## config.mk

```make
export PLATFORM = sky130hd
export DESIGN_NAME = expr_string_gen
export DESIGN_NICKNAME = d
export VERILOG_FILES = /design/src/rtl/expr_string_gen.sv
export SDC_FILE = /design/constraint.sdc
export NUM_CORES = 1
export LEC_CHECK = 0
export BUFFER_PORTS_ARGS = -buffer_cell sky130_fd_sc_hd__buf_2
export CORE_UTILIZATION = 53
export DETAILED_ROUTE_END_ITERATION = 7
export HOLD_SLACK_MARGIN = 0.1
export PLACE_DENSITY_LB_ADDON = 0.08
export SKIP_CTS_REPAIR_TIMING = 1
export SLEW_MARGIN = 20
export SYNTH_ARGS = -nofsm -noshare
export SYNTH_HDL_FRONTEND = slang
export SYNTH_SLANG_ARGS = --single-unit
```

## constraint.sdc

```tcl
create_clock -name clk -period 3.9 [get_ports clk]
set_input_delay 0.39 -clock clk [delete_from_list [all_inputs] [get_ports clk]]
set_output_delay 0.39 -clock clk [all_outputs]
set_load 0.005 [all_outputs]
```

## src/rtl/expr_string_gen.sv

```systemverilog
// rtl/expr_string_gen.sv - serializes a packed digit/operator expression as an ASCII byte stream
// Emits digit(op digit)* one byte per transfer; a start with illegal operands pulses err instead.
module expr_string_gen #(
  parameter int MAX_OPS = 8
) (
  input  logic                   clk,
  input  logic                   clr,
  input  logic                   start,
  input  logic [3:0]             num_operands,
  input  logic [4*MAX_OPS-1:0]   operands,
  input  logic [MAX_OPS-2:0]     ops,
  output logic [7:0]             out,
  output logic                   out_valid,
  input  logic                   out_ready,
  output logic                   out_last,
  output logic                   busy,
  output logic                   err
);

  localparam int KW = $clog2(MAX_OPS);

  typedef enum logic [1:0] {S_IDLE, S_DIGIT, S_OP} state_t;

  state_t            r_state;
  logic [KW-1:0]     r_k;
  logic [3:0]        r_last_idx;
  logic [3:0]        r_opnd [MAX_OPS];
  logic [MAX_OPS-2:0] r_ops;
  logic [7:0]        r_out;
  logic              r_valid;
  logic              r_last;
  logic              r_busy;
  logic              r_err;

  logic              w_ok;
  logic              w_xfer;
  logic              w_at_last;
  logic [KW-1:0]     w_k_inc;
  logic              w_next_last;

  // Only operands below the requested count are range-checked; the rest are don't-care.
  always_comb begin
    w_ok = (num_operands != 4'd0) && (num_operands <= 4'(MAX_OPS));
    for (int i = 0; i < MAX_OPS; i++) begin
      if ((4'(i) < num_operands) && (operands[4*i +: 4] > 4'd9)) begin
        w_ok = 1'b0;
      end
    end
  end

  assign w_xfer      = r_valid & out_ready;
  assign w_at_last   = (4'(r_k) == r_last_idx);
  assign w_k_inc     = r_k + KW'(1);
  assign w_next_last = (4'(w_k_inc) == r_last_idx);

  always_ff @(posedge clk) begin
    if (clr) begin
      r_state    <= S_IDLE;
      r_k        <= '0;
      r_last_idx <= 4'd0;
      r_out      <= 8'd0;
      r_valid    <= 1'b0;
      r_last     <= 1'b0;
      r_busy     <= 1'b0;
      r_err      <= 1'b0;
    end else begin
      r_err <= 1'b0;
      case (r_state)
        S_IDLE: begin
          if (start) begin
            if (w_ok) begin
              for (int i = 0; i < MAX_OPS; i++) begin
                r_opnd[i] <= operands[4*i +: 4];
              end
              r_ops      <= ops;
              r_k        <= '0;
              r_last_idx <= num_operands - 4'd1;
              r_out      <= 8'd48 + {4'd0, operands[3:0]};
              r_valid    <= 1'b1;
              r_last     <= (num_operands == 4'd1);
              r_busy     <= 1'b1;
              r_state    <= S_DIGIT;
            end else begin
              r_err <= 1'b1;
            end
          end
        end
        S_DIGIT: begin
          if (w_xfer) begin
            if (w_at_last) begin
              r_out   <= 8'd0;
              r_valid <= 1'b0;
              r_last  <= 1'b0;
              r_busy  <= 1'b0;
              r_state <= S_IDLE;
            end else begin
              r_out   <= r_ops[r_k] ? 8'd43 : 8'd42;
              r_last  <= 1'b0;
              r_state <= S_OP;
            end
          end
        end
        S_OP: begin
          if (w_xfer) begin
            r_k     <= w_k_inc;
            r_out   <= 8'd48 + {4'd0, r_opnd[w_k_inc]};
            r_last  <= w_next_last;
            r_state <= S_DIGIT;
          end
        end
        default: r_state <= S_IDLE;
      endcase
    end
  end

  assign out       = r_out;
  assign out_valid = r_valid;
  assign out_last  = r_last;
  assign busy      = r_busy;
  assign err       = r_err;

endmodule

```

; Word-level counts from Yosys, hierarchy flattened
; Memories as Yosys holds them, arrays and structs flattened.
; Cells that the tools add are included.
; W data, S select, Z words.
[word_totals]
regBits = 27
ram_bits = 32
in_bits = 47
output_inout_bits = 12
word_cells = 109
mem_count = 1
[classes]
add_sub_neg = 4
order_cmp = 18
n_eq_ne = 10
n_mux = 43
bitwise_logic = 4
reduce_logical = 21
[mem_list]
columns = memory, depth, word_bits, read_ports, rd_clocked_by_memory_dff, write_ports, line_no
row1 = r_opnd, 8, 4, 1, 0, 8, 27  ; logic [3:0] r_opnd [MAX_OPS];
[op_table]
columns = cell, n
row1 = $gt A4 B4 Y1 const B, 8
row2 = $mux W8, 4
row3 = $mux W1, 24
row4 = $pmux W8 S3, 1
row5 = $lt A3 B4 Y1 const A, 4
row6 = $add A6 B4 Y7 const A, 2
row7 = $reduce_and A4 Y1, 3
row8 = $mux W2, 5
row9 = $ne A2 B2 Y1 const B, 5
row10 = $reduce_and A5 Y1, 2
row11 = $logic_and A1 B1 Y1, 9
row12 = $mux W3, 3
row13 = $eq A3 B4 Y1, 2
row14 = $lt A1 B4 Y1 const A, 2
row15 = $lt A2 B4 Y1 const A, 2
row16 = $mux W6, 1
row17 = $pmux W2 S3, 1
row18 = $pmux W3 S2, 1
row19 = $eq A4 B1 Y1 const B, 1
row20 = $le A4 B4 Y1 const B, 1
row21 = $lt A3 B4 Y1 const B, 1
row22 = $reduce_bool A2 Y1, 2
row23 = $reduce_bool A4 Y1, 1
row24 = $sub A4 B1 Y4 const B, 1
row25 = other kinds (12), 14

; Longest topological paths before layout
; Gate-level depths: netlist of run 1.
[logic_depth]
depth_word = 15
ltp_mapped = 9
mapped_depth_nobuf = 8

; Worst setup path before layout of run 1
; Ideal clock, no wire load.
[synth_path]
path_type = input-to-reg
start = in num_operands[0]
end = mem r_opnd[0][0], enable pin
setup_time_ns = 0.421
arrival_ns = 2.825
required_ns = 3.479
slack_ns = 0.654
stages = 8
path_buffers = 1
path_cell_list = inv_1 > ha_1 > or3b_1 > o211ai_1 > nor3_2 > nand4_1 > buf_2 > nor2_1
[synth_rtl]
columns = item, line_no
row1 = from (decl), 9  ; input logic [3:0] num_operands,
row2 = to (decl), 27

; Worst setup path after layout of run 1
[layout_path]
start = in num_operands[0]
end = reg r_ops[2], enable pin
[layout_between]
elab_chain_len = 11
word_cells_on_any_way = 28
classes_between = order compare (9) / mux (8) / reduce/logical (11)
[layout_lines]
columns = item, line_no
row1 = $le A4 B4 Y1 (tied with other cells), 43  ; w_ok = (num_operands != 4'd0) && (num_operands <= 4'(MAX_OPS));
row2 = $logic_and A1 B1 Y1 (on tied branches), "43, 45"
row3 = $mux W1 (7 in series), 45  ; if ((4'(i) < num_operands) && (operands[4*i +: 4] > 4'd9)) begin
row4 = $mux W1 *, 45
row5 = $reduce_and A4 Y1 (no line) *, -
row6 = to (signal assigned), 75  ; r_ops <= ops;
row7 = to (decl), 28  ; logic [MAX_OPS-2:0] r_ops;
; Mark *: on every way between the ends. The rest lies on a longest branch, timed or not.
; A chain may end at the register's enable or synchronous reset.

==> results of run 1 <==
## registers in the layout, indices dropped and copies added (netlist names), 2 cells and up
signal	flops
out	6
r_k	3
r_state	2
r_last_idx	4
r_ops	7
r_opnd	32
## per-stage QoR
stage               util, %  total power [W]  hold slack [ns]  cells  worst slack [ns]
floorplan                 -         0.000896            0.459    217             0.654
global placement       60.8         0.000973            0.449    331              1.15
detailed placement     60.8         0.000976            0.448    331              1.04
CTS                    65.1          0.00158            0.206    347              1.41
global route           65.1          0.00164            0.206    347              1.19
finish                 65.1          0.00157            0.221    347              1.41
## synth_stat cells (3+ instances only)
| cell | n |
|---|---|
| o21ai_0 | 7 |
| a21oi_1 | 3 |
| mux2i_1 | 8 |
| clkbuf_1 | 6 |
| edfxtp_1 | 39 |
| xor2_1 | 6 |
| nor3_1 | 4 |
| a31oi_1 | 6 |
| ha_1 | 10 |
| o211ai_1 | 3 |
| buf_4 | 3 |
| nor2_1 | 13 |
| inv_1 | 12 |
| nand3_1 | 6 |
| a221oi_2 | 4 |
| buf_2 | 3 |
| mux4_2 | 9 |
| nand2b_1 | 3 |
| nand2_1 | 6 |
| o21ai_1 | 3 |
| dfxtp_1 | 18 |
## worst max-delay path, cell delays in order
cell      delay (ns)
buf_2           0.11
inv_1           0.07
ha_1            0.20
or3b_1          0.16
o211ai_1        0.09
nor3_2          0.30
nand4_1         0.52
nor2_1          0.62
## area by class of cell
class,instances,area [µm²]
timing repair buffer,58,295
clock buffer,9,124
sequential,57,1530
inverter,13,48.8
clock inverter,7,95.1
tap,70,87.6
multi-input combinational,133,1140
fill,400,1780
## metal layers
layer	track usage (%)	vias to the layer above
met5	0	-
met4	13.2	0
met3	4.95	16
met2	36.0	67
met1	27.7	931
li1	-	939
## kinds of logic after synthesis
family / synth area share, %
DFF: 54.7
and+or+nand+nor: 9.70
AOI/OAI and AO/OA: 13.3
buffers and inverters: 4.69
muxes: 10.5
adders and majority gates: 4.47
xor gates and xnor gates: 2.50
other: 0.134
## power groups by stage
stage | logic [W] | registers [W] | clock network [W]
after global placement | 0.000263 | 0.000710 | 0
after global routing | 0.000300 | 0.000704 | 0.000634
after CTS | 0.000266 | 0.000699 | 0.000613
after detailed placement | 0.000264 | 0.000712 | 0
after floorplan | 0.000183 | 0.000713 | 0
final | 0.000266 | 0.000698 | 0.000602
## worst paths after layout
check | start | end | cells after the start
worst max-delay path | num_operands[0] | r_ops[2]$_DFFE_PP_ | 8
worst min register to register | out[2]$_SDFFE_PP0P_ | out[2]$_SDFFE_PP0P_ | 2
worst max register to register | r_k[0]$_SDFFE_PP0P_ | out[2]$_SDFFE_PP0P_ | 6
worst min-delay path | operands[16] | r_opnd[4][0]$_DFFE_PP_ | 1
==> run metrics, run 1 <==
status=completed; Clock transition at path regs=0.06 ns; first drt pass iteration count=4; Final setup viols=0; Sw Pwr=0.000412 W; flops & latches, synth=57; DR vias/cell=5.63; fraction of layout cells with a size suffix above 1=33.2%; GP Congestion=0.844; # IOs=59; Area contributors post-synth=edfxtp_1, dfxtp_1, mux4_2; All-Layer GR Usage=22.3%; TritonCTS clock tree=yes; most common cell after layout, fill and taps aside=buf_2; via count=1953; Placed Area=3110 µm²; final hold viol count=0; Logic pwr share=17.0%; critical path capture point type=flip-flop; fraction of the yosys area taken by sequential cells=54.7%; gr ovfl total=0; synth unique cells=55; Mapped Avg Cell Area=13.0 µm²; Routed WL per cell=15.7 µm; Seq pwr share=44.6%; initial drt markers=112; Worst Path Arrival=2.47 ns; initial antenna violation count=0; Tcrit/Tclk final=63.8%; Die Span Y=74.7 µm; Rel. slew slack=60.9%; metal3 WL=268 µm; Clock Latency Late Sink=0.34 ns; Int Power=0.00115 W; layout net count=329; largest net degree at the start of global routing=33; Async SR Flop Fraction=0%; Hold/Removal Path Class=input port to flip-flop; RSZ-0062 raised after global routing=false; die area=5580 µm²; root buffer selected by CTS=clkbuf_8; post-synth top area share=41.8%; met2 WL=2.61 mm; Synth Instances=216; Highest Signal Layer=met4; initial core utilization=54.8%; first-pass GRT wire length=8.74 mm; Max Clk Rate=402 MHz; Post-synth EDFFs=39; Mapped Area=2800 µm²; Die Wd=74.7 µm; Max FO, Critical Path=12; final instance area=3330 µm²; worst slew pin tran=0.585 ns; CTS Buf Count=9; vias in the first global route=1856; startpoint types=input port; n_diodes=0; r2r setup slk=1.46 ns; met1 wire length=2.43 mm; YS warnings=0; Sink Count=57; Switching Fraction=26.3%; Max VDD drop=0.243 mV; Fin Setup TNS=0 ns; Period minus WS final=2.49 ns; crit path kind=input port to flip-flop; main flop type after synthesis=edfxtp_1; DRC viols=0; CP required=3.88 ns; Area growth syn-to-layout=18.8%; core area=5110 µm²; # port buffers=56; PD cells=471 nW/µm²; Detail Route Antenna Nets=0; P_leak=1.27 nW; clock share of power=38.4%; final WL=5.46 mm; Clock Tree Buf Depth=2; Yosys top cell by area=edfxtp_1; clk_skew=0.00724 ns; maxcap violations=0; H-tree depth=3; most frequent cells in the layout=buf_2, edfxtp_1, dfxtp_1, inv_1, nor2_1; # rows=26; pins over their slew limit=0; post-DP HPWL=3.93 mm
(Power assumes the default switching activity.)
==> inputs of run 2 (changes only) <==
Clock period 3.9 ns to 2.3 ns, I/O delays scaled along.
==> run 2 against run 1 <==
Routed wire length up 15%. Utilization grew 8.1 points. Cell count up 13%. Critical path type unchanged. Highest routed layer unchanged.
==> run metrics, run 2 (synthesis results as in run 1) <==
initial drt markers=140 (+25%); layout net count=375 (+14%); DP Cell Count=343 (+3.6%); fraction of layout cells with a size suffix above 1=31.6% (-1.6 points); gr ovfl total=0 (unchanged); final core utilization=73.2% (+8.1 points); Biggest register=r_opnd; Post-Layout Cell Count=393 (+13%); GP Congestion=0.882 (+4.6%); CTS Buf Count=9 (unchanged); die area=5580 µm² (unchanged); status=completed; PD cells=695 nW/µm² (+47%); Area growth syn-to-layout=33.6%; initial core utilization=54.8% (unchanged); core area=5110 µm² (unchanged); pins over their slew limit=0 (unchanged); Routed WL per cell=16.0 µm (+1.9%); # port buffers=56 (unchanged); first-pass GRT wire length=9.24 mm (+5.8%); first drt pass iteration count=4 (unchanged); Fin Setup TNS=0 ns (unchanged); worst slew pin tran=0.541 ns (-0.0443 ns); RSZ-0062 raised after global routing=false; Sink Count=57 (unchanged); Fill cells=368 (-8.0%); Placed Area=3210 µm² (+3.5%); Worst Path Arrival=2.39 ns (-0.08 ns); clk_skew=0.0142 ns (+0.00695 ns); Detail Route Antenna Nets=0 (unchanged); P_leak=1.47 nW (+16%); CP required=2.54 ns (-1.34 ns); DR vias/cell=5.42 (-3.7%); Hold/Removal Path Class=input port to flip-flop; Tcrit/Tclk final=93.5%; final instance area=3740 µm² (+12%); Power Total=0.00260 W (+66%); Final setup viols=0 (unchanged); DRC viols=0 (unchanged); final hold viol count=0 (unchanged); most common cell after layout, fill and taps aside=buf_2; final WL=6.30 mm (+15%); # IOs=59 (unchanged); All-Layer GR Usage=23.3% (+0.98 points); Rel. slew slack=64.0% (+3.1 points); largest net degree at the start of global routing=33 (unchanged); via count=2131 (+9.1%); most frequent cells in the layout=buf_2, edfxtp_1, dlygate4sd3_1, dfxtp_1, buf_4; H-tree depth=3 (unchanged); Max Clk Rate=465 MHz; root buffer selected by CTS=clkbuf_8; startpoint types=input port; initial antenna violation count=0 (unchanged); vias in the first global route=1940 (+4.5%); critical path capture point type=flip-flop; post-DP HPWL=4.22 mm (+7.4%); maxcap violations=0 (unchanged); n_diodes=0 (unchanged); Clock Latency Late Sink=0.34 ns (about the same); Die Wd=74.7 µm (unchanged); Die Span Y=74.7 µm (unchanged); TritonCTS clock tree=yes; Clock transition at path regs=0.06 ns (about the same); # rows=26 (unchanged); Max FO, Critical Path=7 (-5); Period minus WS final=2.15 ns; Clock Tree Buf Depth=2 (unchanged); max FFs per register=32 (unchanged); Max VDD drop=0.530 mV (+120%); crit path kind=input port to flip-flop
==> run 2: final cells by class <==
class / count / area [µm²] / area share [%]
flip-flops and latches: 57 / 1530 / 40.9
multi-input cells: 133 / 1150 / 30.7
repair buffers: 104 / 738 / 19.7
clock buffers: 10 / 128 / 3.41
well taps: 70 / 87.6 / 2.34
clock inverters: 6 / 58.8 / 1.57
inverters: 13 / 48.8 / 1.30
==> run 2: routing by layer <==
layer  part of all wire, %  up-vias  wire, µm  track usage (%)
li1                      -     1027         -                -
met1                    43     1031      2720             30.0
met2                    51       60      3220             38.1
met3                   3.7       13       230             4.15
met4                   2.0        0       129             11.9
met5                     0        -         0                0
==> run 2: path summary, 6_finish.rpt <==
check	start	slack, ns	to	depth (start not counted)
max reg2reg	r_k[1]$_SDFFE_PP0P_	0.21	out[2]$_SDFFE_PP0P_	5
min	operands[6]	0.11	r_opnd[1][2]$_DFFE_PP_	1
max	operands[31]	0.15	out[5]$_SDFFE_PP0P_	8
min reg2reg	out[4]$_SDFFE_PP0P_	0.46	out[4]$_SDFFE_PP0P_	2
==> run 2: worst max-delay path, cell delays in order <==
cell and delay, ns:
dlygate4sd3_1 0.53, buf_2 0.12, o21ai_0 0.11, a21oi_1 0.14, nor3_2 0.22, a31oi_1 0.16, or3_1 0.55, a221oi_2 0.33
==> run 2: metrics by stage <==
stage                     hold slack, ns  setup slack [ns]
final                              0.108             0.150
after global placement             0.407            0.0797
after CTS                         0.0630             0.219
after detailed placement           0.408            0.0147
after floorplan                    0.329             0.103
after global routing               0.106            0.0303
==> run 2: where the power goes <==
group,switching (W),total [W],internal [W]
logic,0.000272,0.000528,0.000256
registers,0.0000302,0.00118,0.00115
clock network,0.000393,0.000885,0.000492
==> inputs of run 3 (changes only) <==
Settings changed: HOLD_SLACK_MARGIN 0.1 to unset, PLACE_DENSITY set to 0.88, PLACE_DENSITY_LB_ADDON 0.08 to unset.
==> run 3 against run 2 <==
Maximum frequency rose by 1.2%. Clock power rose by 29%. Largest cell class unchanged. Largest power group unchanged. Critical path depth decreased by 3. Critical path type is now flip-flop to flip-flop. Hold slack lost 0.050 ns.
==> run metrics, run 3 (synthesis results as in run 1) <==
final worst setup slack=0.175 ns (+0.0251 ns); clock share of power=41.0% (+6.9 points); worst r2r src=r_k[0]$_SDFFE_PP0P_; final core utilization=67.3% (-6.0 points); initial core utilization=54.8% (unchanged); pins over their slew limit=0 (unchanged); crit path kind=flip-flop to flip-flop; Period minus WS final=2.12 ns (-0.0251 ns); n_diodes=0 (unchanged); core area=5110 µm² (unchanged); Fill cells=386 (+4.9%); Switching Fraction=25.5% (-1.2 points); startpoint types=flip-flop; first-pass GRT wire length=9.74 mm (+5.4%); fraction of layout cells with a size suffix above 1=35.3% (+3.7 points); RR Endpoint=out[2]$_SDFFE_PP0P_; status=completed; Crit path buffers/inverters=0 (-2); PD cells=813 nW/µm² (+17%); RSZ-0062 raised after global routing=false; # port buffers=56 (unchanged); reg2reg path depth=5 (unchanged); post-DP HPWL=4.35 mm (+3.0%); gr ovfl total=0 (unchanged); Seq pwr share=42.4% (-3.2 points); critical path capture point type=flip-flop; CP endpoint=out[2]$_SDFFE_PP0P_; P_leak=1.34 nW (-8.7%); r2r setup slk=0.18 ns (-0.03 ns); Biggest register=r_opnd; die area=5580 µm² (unchanged); root buffer selected by CTS=clkbuf_8; max FFs per register=32 (unchanged); initial drt markers=240 (+71%); largest net degree at the start of global routing=33 (unchanged); Area growth syn-to-layout=22.7%; # IOs=59 (unchanged); Crit. path cell count=5 (-3); DRC viols=0 (unchanged); Logic pwr share=16.6% (-3.7 points); GRT met1 Usage=30.6% (+0.65 points); register area=1530 µm² (unchanged); via count=2084 (-2.2%); Int Power=0.00208 W (+9.3%); dpl ws=-0.0307 ns (-0.0454 ns); CTS Buf Count=9 (unchanged); Die Wd=74.7 µm (unchanged); Rel. slew slack=65.8% (+1.8 points); Largest stage delay, worst path=0.50 ns (-0.05 ns); vias in the first global route=2005 (+3.4%); Max FO, Critical Path=5 (-2); Slowest cell on crit path=dfxtp_1; Worst Path Arrival=2.33 ns (-0.06 ns); Clock transition at path regs=0.07 ns (about the same); Clock Tree Buf Depth=2 (unchanged); final WL=6.03 mm (-4.3%); DR vias/cell=5.85 (+8.0%); # rows=26 (unchanged); multi-input logic area=1150 µm² (unchanged); Sink Count=57 (unchanged); Max Clk Rate=471 MHz (+1.2%); Routed WL per cell=16.9 µm (+5.6%); worst slew pin tran=0.513 ns (-0.0272 ns); initial antenna violation count=0 (unchanged); Die Span Y=74.7 µm (unchanged); GP Congestion=0.861 (-2.4%); Tcrit/Tclk final=92.4% (-1.1 points); CP required=2.51 ns (-0.03 ns); cells along the critical path=ha_1 -> xor2_1 -> mux2_2 -> a311oi_1 -> a221oi_2; clk_skew=0.00742 ns (-0.00678 ns); most frequent cells in the layout=buf_2, edfxtp_1, dfxtp_1, inv_1, nor2_1; most common cell after layout, fill and taps aside=buf_2; first drt pass iteration count=6 (+2); final hold viol count=0 (unchanged); GR peak layer=met2; Clock Latency Late Sink=0.34 ns (about the same); Final setup viols=0 (unchanged); CP Launch Point=r_k[0]$_SDFFE_PP0P_; layout net count=338 (-9.9%); Detail Route Antenna Nets=0 (unchanged); Max VDD drop=0.421 mV (-21%); Sw Pwr=0.000713 W (+2.6%); TritonCTS clock tree=yes; H-tree depth=3 (unchanged); Hold/Removal Path Class=input port to flip-flop; GR Layer Usage met3=8.57% (+4.4 points); All-Layer GR Usage=24.7% (+1.4 points); maxcap violations=0 (unchanged); cell family with most CP delay=flip-flops; Global Route met2 Usage=37.9% (-0.20 points)
[run 3: metal layers]
metal	part of all wire [%]	vias up
met4	3.6	0
met1	42	972
met5	0	-
met3	7.9	25
met2	47	126
li1	-	961
[run 3: area by class of cell]
class / instances / area share, %
clock inverter: 6 / 3.39
multi-input combinational: 133 / 33.4
clock buffer: 10 / 3.71
tap: 70 / 2.55
inverter: 13 / 1.42
sequential: 57 / 44.6
timing repair buffer: 67 / 10.9
[run 3: metrics by stage]
| stage | area (µm²) | hold slack, ns | cells | TNS, ns | total power [W] |
|---|---|---|---|---|---|
| 2_1_floorplan | 2810 | 0.329 | 217 | 0 | 0.00152 |
| 3_3_place_gp | 3190 | 0.408 | 340 | 0 | 0.00164 |
| 3_5_place_dp | 3190 | 0.408 | 340 | -0.105 | 0.00166 |
| 4_1_cts | 3440 | 0.0439 | 356 | 0 | 0.00280 |
| 5_1_grt | 3440 | 0.0463 | 356 | 0 | 0.00291 |
| 6_report | 3440 | 0.0581 | 356 | 0 | 0.00279 |
[run 3: worst min path at each step]
stage                             from                endpoint  slack, ns  depth (start not counted)
after floorplan            operands[0]  r_opnd[0][0]$_DFFE_PP_       0.33                          0
after global placement    operands[28]  r_opnd[7][0]$_DFFE_PP_       0.41                          1
after detailed placement  operands[28]  r_opnd[7][0]$_DFFE_PP_       0.41                          1
after CTS                 operands[24]  r_opnd[6][0]$_DFFE_PP_       0.04                          1
after global routing      operands[24]  r_opnd[6][0]$_DFFE_PP_       0.05                          1
final                           ops[0]      r_ops[0]$_DFFE_PP_       0.06                          1
[run 3: power groups by stage]
stage	Sequential [W]	Clock (W)	Combinational, W
after global routing	0.00119	0.00120	0.000518
after detailed placement	0.00121	0	0.000455
after global placement	0.00120	0	0.000441
after floorplan	0.00121	0	0.000311
after CTS	0.00118	0.00116	0.000460
final	0.00118	0.00114	0.000465
